--- config.mk ---
export PLATFORM = sky130hd
export DESIGN_NAME = pow2_mul_seq
export DESIGN_NICKNAME = d
export VERILOG_FILES = /design/src/rtl/pow2_mul_seq.sv
export SDC_FILE = /design/constraint.sdc
export NUM_CORES = 1
export LEC_CHECK = 0
export CORE_AREA = 2 2 39 41
export CTS_BUF_LIST = sky130_fd_sc_hd__clkbuf_4
export CTS_CLUSTER_DIAMETER = 200
export DETAILED_ROUTE_END_ITERATION = 6
export DIE_AREA = 0 0 41 43
export HOLD_SLACK_MARGIN = 0.06
export PLACE_DENSITY = 0.69
export SYNTH_ARGS = -nofsm -noshare
export SYNTH_HDL_FRONTEND = slang
export SYNTH_SLANG_ARGS = --single-unit
--- constraint.sdc ---
create_clock -name clk -period 1.6 [get_ports clk]
set_input_delay 0.24 -clock clk [delete_from_list [all_inputs] [get_ports clk]]
set_output_delay 0.24 -clock clk [all_outputs]
set_load 0.005 [all_outputs]
--- src/rtl/pow2_mul_seq.sv ---
// Sequential multiply-by-2^k engine: shifts one bit per cycle and saturates to all-ones on overflow.
// Valid/ready on both sides. At most one operation is in flight at a time.
module pow2_mul_seq #(
    parameter int unsigned IN_WIDTH  = 3,
    parameter int unsigned SH_WIDTH  = 2,
    parameter int unsigned OUT_WIDTH = 4
) (
    input  logic                 clk,
    input  logic                 resetn,
    input  logic                 in_valid,
    output logic                 in_ready,
    input  logic [IN_WIDTH-1:0]  din,
    input  logic [SH_WIDTH-1:0]  shift,
    output logic                 out_valid,
    input  logic                 out_ready,
    output logic [OUT_WIDTH-1:0] dout,
    output logic                 sat
);

    typedef enum logic [1:0] {IDLE, SHIFT, DONE} state_t;

    state_t               state, state_nxt;
    logic [OUT_WIDTH-1:0] acc;
    logic [SH_WIDTH-1:0]  cnt;
    logic                 sat_r;
    logic                 accept;

    assign accept = in_valid && in_ready;

    always_ff @(posedge clk or negedge resetn) begin
        if (!resetn) state <= IDLE;
        else         state <= state_nxt;
    end

    always_comb begin
        state_nxt = state;
        in_ready  = 1'b0;
        out_valid = 1'b0;
        unique case (state)
            IDLE: begin
                in_ready = 1'b1;
                if (in_valid) state_nxt = (shift != '0) ? SHIFT : DONE;
            end
            SHIFT: begin
                if (cnt == SH_WIDTH'(1)) state_nxt = DONE;
            end
            DONE: begin
                out_valid = 1'b1;
                if (out_ready) state_nxt = IDLE;
            end
            default: state_nxt = IDLE;
        endcase
    end

    // Every bit leaving the word passes through the MSB first, so checking
    // the MSB before each shift catches every overflow. There is no early exit.
    always_ff @(posedge clk or negedge resetn) begin
        if (!resetn) begin
            acc   <= '0;
            cnt   <= '0;
            sat_r <= 1'b0;
        end else if (accept) begin
            acc   <= OUT_WIDTH'(din);
            cnt   <= shift;
            sat_r <= 1'b0;
        end else if (state == SHIFT) begin
            if (acc[OUT_WIDTH-1]) sat_r <= 1'b1;
            acc <= acc << 1;
            cnt <= cnt - SH_WIDTH'(1);
        end
    end

    assign dout = sat_r ? '1 : acc;
    assign sat  = sat_r;

endmodule

==> impl_results.md <==
- Predominant post-synthesis flop cell: sky130_fd_sc_hd__dfrtp_1
- Layout overhead on the synthesized area: 42.8%
- Outcome: finished, final reports clean
- Worst voltage drop across the vdd grid: 0.000761 V
- Sort of element at the end of the critical path: output pin
- Number of standard cells after synthesis: 55
- Total vias in the final route: about 460
- Number of search-and-repair iterations in the first detailed-routing pass: 4
- Number of buffers added by the clock tree synthesis step: 3
- Ranking of synthesized cells by instance count: sky130_fd_sc_hd__dfrtp_1, sky130_fd_sc_hd__o21ai_1, sky130_fd_sc_hd__a21oi_1
- Clock Tree Root: sky130_fd_sc_hd__clkbuf_4
- Remaining antenna violation count after routing: 0
- TritonCTS clock tree: done
- Number of synthesized register bits: 9
- Number of global-route vias before repair: between 400 and 500
- Required @ worst endpoint: around 1400 ps
- Core footprint: 1380 um^2
- Initial antenna violation count: 0
- CP Data Arrival Time: ~1300 ps
- Power per cell area: ~1900 nW/um^2
- Transition time at the pin with the least slew margin: 441 ps
- Cell accounting for the most synthesized area: sky130_fd_sc_hd__dfrtp_1
- Congestion Overflow GR: 0
- Initial Utilization: 0.376
- H-tree level count: 1
- Count of yosys warnings during synthesis: 0
- Timing-limited maximum frequency: around 0.66 GHz
- Most area-consuming cells after synthesis: sky130_fd_sc_hd__dfrtp_1, sky130_fd_sc_hd__o21ai_1, sky130_fd_sc_hd__a21oi_1
- Cell variety after synth: 26
- Register-to-register setup slack: about 300 ps
- Final setup violation count: 0
- Number of nets produced by synthesis: between 60 and 70
- Cell with the most instances after synthesis: sky130_fd_sc_hd__dfrtp_1
- Synth Area per Inst: 9.46 um^2
- Worst min path class: input pin to asynchronous set/reset pin
- Slew HR: 0.705
- Post-synthesis sequential area ratio: 0.433
- Worst Path Class, Setup: flip-flop to output pin
- Clock-pin slew reported for the worst setup and hold paths after clock tree synthesis: 60 ps
- Largest net degree at the start of global routing: 14
- Critical R2R Launch: state[0]
- Post-synthesis async set-or-reset flop share: 1.00
- Final setup margin: 93.9 ps
- Inserted Diodes: 0
- Final Routed Wirelength: 1.13 mm
- Post-synthesis cell area: 520 um^2
- Count of final max-slew check failures: 0
- Ports: 16
- Max Buffers Root-to-Sink: 2
- TritonCTS sink count: 9
- NumNets Final: between 80 and 90
- Top fanout value on the critical path: 6
- RSZ-0062 raised after global routing: false
- Leakage power total: around 0.36 nW
- Post-synth EDFFs: 0
- Weighted congestion at the end of routability-driven global placement: about 0.76
- Clk_lat worst skew: 260 ps
- Share of the clock period used by the worst path: 0.941
- Placed cells: 87
- Iter 0 DRT Violations: 6
- Clock period minus worst slack: 1510 ps
- Width of the die: slightly above 40 um
- GR Util All Layers: 0.170
- Final hold violations: 0
- Fraction of final layout cells with drive strength greater than 1: 0.221
- Max-cap check violation count: 0
- Worst clock skew: approximately 4.8 ps
- Quantity of I/O buffers inserted on ports: 15
- DRC violation count after routing: 0
- Per-cell routed wire length: about 12 um
- Die area: approximately 1800 um^2
- Worst r2r dst: acc[1]
- Proportion of netlist area held by the largest area contributor: 0.433
- Number of buffers inserted for hold repair after clock tree synthesis: 0
- Path depth of the worst reg2reg path: 5
- Standard-cell rows: 14
- Final TNS setup: 0 ps
- Final Instance Count excl. Fillers: 93
- Sum of net half-perimeters after detailed placement: 875 um
- Placement-stage worst setup slack: about 180 ps
- Vias per cell: about 5
- First-pass GRT wire length: around 1.9 mm
- Die outline height: roughly 43 um
- Kind of start point of the critical path: flip-flop
==> worst max path at each step <==
stage               startpoint       end  slack [ps]  depth (start not counted)
floorplan               cnt[0]    cnt[1]         460                          4
CTS                   state[1]  in_ready           2                          2
global placement      in_valid    acc[1]         200                          4
global route               sat       sat          40                          2
detailed placement    in_valid    acc[1]         180                          4
finish                     sat       sat          90                          2
==> where the power goes <==
group | switching, mW | internal, mW
combinational | 0.340 | 0.430
clock | 0.0828 | 0.113
sequential | 0.0823 | 0.341
total | 0.505 | 0.884
==> logic make-up (layout without fill, tap and decap cells) <==
group | count (synthesis) | count (layout) | share of synthesized area
AOI/OAI and AO/OA | 18 | 18 | 0.204
DFF | 9 | 9 | 0.433
and+or+nand+nor | 19 | 19 | 0.238
adders and majority gates | 1 | 1 | 0.0240
buffers and inverters | 7 | 29 | 0.0721
muxes | 1 | 1 | 0.0288
==> per-stage QoR <==
stage / hold WS, ps / power, mW / cell area [um^2] / utilization
4_1_cts: 281 / 1.40 / 729 / 0.527
3_3_place_gp: 512 / 1.21 / 694 / 0.502
2_1_floorplan: -55.6 / 0.892 / 520 / -
5_1_grt: 303 / 1.54 / 743 / 0.537
6_report: 283 / 1.39 / 743 / 0.537
3_5_place_dp: 512 / 1.22 / 694 / 0.502
==> cell type report <==
type / instances / area, um^2
Timing Repair Buffer: 20 / 188
Inverter: 5 / 18.8
Fill cell: 144 / 641
Tap cell: 16 / 20.0
Multi-Input combinational cell: 39 / 260
Clock buffer: 4 / 30.0
Sequential cell: 9 / 226
==> cells in the final DEF, fill, tap and decap left out, types with 2 or more instances in the layout <==
master,n
sky130_fd_sc_hd__a21oi_1,5
sky130_fd_sc_hd__clkdlybuf4s50_1,9
sky130_fd_sc_hd__dlymetal6s2s_1,2
sky130_fd_sc_hd__buf_4,5
sky130_fd_sc_hd__o21ai_1,7
sky130_fd_sc_hd__dfrtp_1,8
sky130_fd_sc_hd__inv_1,4
sky130_fd_sc_hd__dlygate4sd2_1,4
sky130_fd_sc_hd__nor2_2,3
sky130_fd_sc_hd__nor2b_1,2
sky130_fd_sc_hd__nor2_1,3
sky130_fd_sc_hd__clkbuf_4,4
sky130_fd_sc_hd__or2_1,4
==> metal layers <==
metal  global-route usage  vias to the layer above  routed length [um]
met5                    0                        -                   0
met4                0.100                        0                  25
met3               0.0628                        4                  57
met2                0.222                       10                 550
met1                0.231                      203                 501
li1                     -                      239                   -
==> sequential cells by signal, indices dropped and copies added, names as in the netlist <==
signal  flops
cnt         2
sat         1
state       2
acc         4
==> what timing repair did <==
item,4_1_cts,5_1_grt
gates resized for setup,5,3
buffers inserted,1,1
endpoints found under the setup margin,5,3
endpoints found under the hold margin,0,0
pin swaps,0,1
==> worst max-delay path, stage by stage, from the launching register on <==
cell	delay, ps
sky130_fd_sc_hd__dfrtp_2	430
sky130_fd_sc_hd__buf_4	140
sky130_fd_sc_hd__clkdlybuf4s50_1	430
Power figures use the tool's default switching activity.
